[config.mk]
export PLATFORM = sky130hd
export DESIGN_NAME = msg_sched
export DESIGN_NICKNAME = d
export VERILOG_FILES = /design/src/rtl/msg_sched.sv
export SDC_FILE = /design/constraint.sdc
export NUM_CORES = 2
export LEC_CHECK = 0
export BUFFER_PORTS_ARGS = -buffer_cell sky130_fd_sc_hd__clkbuf_2
export CAP_MARGIN = 30
export CORE_AREA = 4 4 261 263
export DETAILED_ROUTE_END_ITERATION = 16
export DIE_AREA = 0 0 265 267
export GPL_ROUTABILITY_DRIVEN = 0
export SYNTH_ARGS = -nofsm -noshare
export SYNTH_HDL_FRONTEND = slang
export SYNTH_SLANG_ARGS = --single-unit
[constraint.sdc]
create_clock -name clock -period 25.9 [get_ports clock]
set_input_delay 5.18 -clock clock [delete_from_list [all_inputs] [get_ports clock]]
set_output_delay 5.18 -clock clock [all_outputs]
set_load 0.01 [all_outputs]
[src/rtl/msg_sched.sv]
// SHA-256 message schedule stage.
// Captures one padded 512-bit block, then streams W[0]..W[ROUNDS-1] over a
// valid/ready port. W[16..] are expanded on the fly from a 16-word sliding
// window whose head (w[0]) is always the word currently on the output.
module msg_sched #(
    parameter int ROUNDS = 64
) (
    input  logic         clock,
    input  logic         reset,
    input  logic         blk_valid,
    input  logic [511:0] pad_mem,
    output logic         blk_ack,
    output logic         w_valid,
    input  logic         w_ready,
    output logic [31:0]  w_data,
    output logic [5:0]   w_idx,
    output logic         sched_done
);

    typedef enum logic [1:0] {IDLE, RUN, DONE} state_t;

    localparam logic [5:0] LAST_T = 6'(ROUNDS - 1);

    state_t      state, state_nx;
    logic        armed;
    logic [31:0] win [16];
    logic [5:0]  t;
    logic [31:0] w_new;
    logic        cap, hs, last;

    function automatic logic [31:0] rotr(input logic [31:0] x, input int n);
        return (x >> n) | (x << (32 - n));
    endfunction

    function automatic logic [31:0] sig0(input logic [31:0] x);
        return rotr(x, 7) ^ rotr(x, 18) ^ (x >> 3);
    endfunction

    function automatic logic [31:0] sig1(input logic [31:0] x);
        return rotr(x, 17) ^ rotr(x, 19) ^ (x >> 10);
    endfunction

    // Head of the window and the round counter are the output registers.
    assign w_data = win[0];
    assign w_idx  = t;

    // Next-state decode: capture in IDLE, advance on handshake in RUN.
    always_comb begin
        state_nx = state;
        cap      = 1'b0;
        hs       = 1'b0;
        last     = 1'b0;
        case (state)
            IDLE: begin
                if (blk_valid && armed) begin
                    cap      = 1'b1;
                    state_nx = RUN;
                end
            end
            RUN: begin
                hs   = w_valid && w_ready;
                last = hs && (t == LAST_T);
                if (last) state_nx = DONE;
            end
            DONE:    state_nx = IDLE;
            default: state_nx = IDLE;
        endcase
    end

    // Word that enters the tail of the window when the head is consumed.
    always_comb begin
        w_new = sig1(win[14]) + win[9] + sig0(win[1]) + win[0];
    end

    // FSM state register.
    always_ff @(posedge clock or posedge reset) begin
        if (reset) state <= IDLE;
        else       state <= state_nx;
    end

    // Re-arm only once blk_valid has been seen low, so a held block is taken once.
    always_ff @(posedge clock or posedge reset) begin
        if (reset)           armed <= 1'b1;
        else if (cap)        armed <= 1'b0;
        else if (!blk_valid) armed <= 1'b1;
    end

    // Handshake/status outputs.
    always_ff @(posedge clock or posedge reset) begin
        if (reset) begin
            blk_ack    <= 1'b0;
            sched_done <= 1'b0;
            w_valid    <= 1'b0;
        end else begin
            blk_ack    <= cap;
            sched_done <= last;
            if (cap)       w_valid <= 1'b1;
            else if (last) w_valid <= 1'b0;
        end
    end

    // Round counter; holds on the final word so it never passes ROUNDS-1.
    always_ff @(posedge clock or posedge reset) begin
        if (reset)            t <= '0;
        else if (cap)         t <= '0;
        else if (hs && !last) t <= t + 6'd1;
    end

    // Sliding window: big-endian load on capture, shift plus expand on handshake.
    always_ff @(posedge clock or posedge reset) begin
        if (reset) begin
            for (int i = 0; i < 16; i++) win[i] <= '0;
        end else if (cap) begin
            for (int j = 0; j < 16; j++)
                win[j] <= {pad_mem[32*j +: 8], pad_mem[32*j+8 +: 8],
                           pad_mem[32*j+16 +: 8], pad_mem[32*j+24 +: 8]};
        end else if (hs) begin
            for (int i = 0; i < 15; i++) win[i] <= win[i+1];
            win[15] <= w_new;
        end
    end

endmodule

==> results_dict.tcl <==
set metrics [dict create \
    min_path_type "reg -> reg" \
    final_cell_mix "nand2_1, clkbuf_2, dfrtp_1, nor2_1, a31oi_1" \
    dr_total_vias 25800 \
    final-hold-violation-count 0 \
    grt_pass1_vias 24300 \
    cts_tree "yes" \
    viasPerCell 5.50 \
    rows 94 \
    synth.cell_area_sq_um 28000 \
    min_path_cells 2 \
    synth_xor_area_frac 0.0459 \
    period_share 0.311 \
    wl_per_cell_microns 22.7 \
    r2r_slack_ps 21270 \
    syn_inst 3443 \
    hold_start "armed" \
    synthAdderAreaFrac 0.0586 \
    crit_arrival_ps 8570 \
    path_clk_slew_ps 60 \
    cts_setup_buffers 0 \
    groute.usage.overall 0.288 \
    synth_compound_area_frac 0.148 \
    yosys.area_share.simple 0.216 \
    yosys_register_bits 524 \
    postRouteAntennaNets 0 \
    syn_nets 4053 \
    cts_sinks 524 \
    grt_pass1_wl_microns 155000 \
    worst_hold_path.endpoint "armed" \
    core-area_sq_um 65600 \
    gr-total-overflow 0 \
    crit_type "in -> reg" \
    first_pass_iters 8 \
    fin_skew_ps 47.4 \
    yosysSeqAreaShare 0.468 \
    drc 0 \
    synthFlopType "dfrtp_1" \
    synthToLayoutAreaGrowth_pct 17.2 \
    die_w_microns 265 \
    yosys-mux-area-fraction 0.000357 \
    setup_tns_ps 0 \
    drt-total-wl_microns 106000 \
    postCtsHoldBufs 0 \
    cts_root_buffer "clkbuf_16" \
    die_h_microns 267 \
    synth_warnings 0 \
    layout-drive-gt1-share 0.180 \
    cts_buffers 57 \
    synth_top_family_by_area "simple AND/OR/NAND/NOR gates" \
    place.detailed.hpwl_microns 79300 \
    clk_path_buf_depth 3 \
    r2r-end "win[31]" \
    critPathLaunchType "input pin" \
    final_common_cell "nand2_1" \
    final_net_count 4379 \
    synth_edf_count 0 \
    ctsHtreeMaxLevel 2 \
    fin_crit_ps 8050 \
    reg2reg_depth 14 \
    end_kind "flip-flop" \
    clkLatencyLatePin_ps 640 \
    start_util 0.427 \
    reg2reg_from "win[50]" \
    synthArstFlopShare 1.00 \
    tightest_slew_ps 1180 \
    num_io_pins 557 \
    dieArea_sq_um 70800 \
    critPathMaxFanout 97 \
    antenna_found_initial 14 \
    status "finished, final reports clean" \
    syn_avg_cell_area_sq_um 8.14 \
    yosysUniqueCellTypes 63 \
    max_freq_ghz 0.124 \
    rsz0062_at_grt "no" \
    setup_violations 0 \
    first_iter_violations 2875 \
    slew_violations 0 \
    cts-resized-gates 0 \
    cp_data_required_time_ps 26420 \
    io_buffers 556 \
    grt_max_degree 242 \
    relSlewSlack 0.212 \
    maxCapViolCount 0 \
]
worst max-delay path, stage by stage:
cell      delay, ps
clkbuf_2        110
nand3_4         490
buf_4           730
buf_4           820
buf_4           560
buf_16          320
nor2_1           70
a31oi_1         140
how the worst max path moves through the flow:
stage                         start          to  slack [ps]  depth (start not counted)
after floorplan               reset     blk_ack        6080                          1
after global placement    blk_valid    win[431]       17160                          6
after detailed placement  blk_valid  w_data[12]       17050                          6
after CTS                 blk_valid  w_data[12]       17650                          6
after global routing      blk_valid    win[424]       17560                          8
final                     blk_valid    win[420]       17850                          8
flip-flops by register name (all words and copies together), names as in the netlist:
name and flops:
win 480, w_data 32, blk_ack 1, w_valid 1, armed 1, sched_done 1, state 2, w_idx 6
final cells by class:
cell class	count	area [sq um]
inverters	128	488
multi-input cells	2477	13200
flip-flops and latches	524	13100
well taps	864	1080
repair buffers	581	3080
fillers	6539	32800
diodes	12	30.0
clock buffers	85	1680
clock inverters	20	230
synthesized netlist by cell type, types with 2 or more instances:
library cell  instances  area, sq um
nand2_1            1016         3810
dfrtp_1             523        13100
nor2_1              511         1920
a31oi_1             485         3030
clkbuf_1            263          987
inv_1               128          480
xnor2_1              92          806
fa_1                 62         1240
a21oi_1              56          280
xor2_1               55          482
o21ai_0              37          185
buf_4                32          240
ha_1                 32          400
o22ai_1              16          100
nand3_1              12         60.1
a21o_1               10         75.1
buf_1                10         37.5
buf_2                 8         40.0
and3_1                7         43.8
nand4_1               7         43.8
a211oi_1              6         45.0
nand2b_1              6         37.5
o21bai_1              5         37.5
a22oi_1               4         30.0
nor3_1                4         20.0
or2_2                 4         25.0
or3_1                 4         25.0
a221oi_1              3         26.3
nor2b_1               3         18.8
o221ai_1              3         26.3
a21boi_0              2         15.0
and4_1                2         17.5
nand3b_1              2         15.0
o211a_1               2         20.0
o21a_1                2         15.0
o311a_1               2         20.0
per-stage QoR:
step	cell area (sq um)	instances	hold slack (ps)	utilization	setup slack (ps)
after floorplan	28000	3443	457	-	6080
after CTS	32800	4677	499	0.500	17650
after detailed placement	30900	4572	492	0.470	17050
after global placement	30800	4571	481	0.470	17160
final	32900	4691	498	0.501	17850
after global routing	32900	4689	530	0.501	17560
layer usage:
metal  GRT usage  vias up  part of all wire
li1            -    12000                 -
met1       0.420    12700              0.44
met2       0.446     1035              0.46
met3      0.0483      133             0.076
met4      0.0825        6             0.027
met5           0        -           0.00037
logic make-up (layout without fill, tap and decap cells):
group           Yosys count  in the layout
compound gates          655            655
xor+xnor                147            147
fa+ha+maj                94             94
buf+inv                 442            814
flops                   524            524
mux                       1              1
other cells               0             12
simple gates           1580           1580
Power is not shown: default switching activity piles up to over one toggle a cycle in this logic, so the estimate is an artifact.
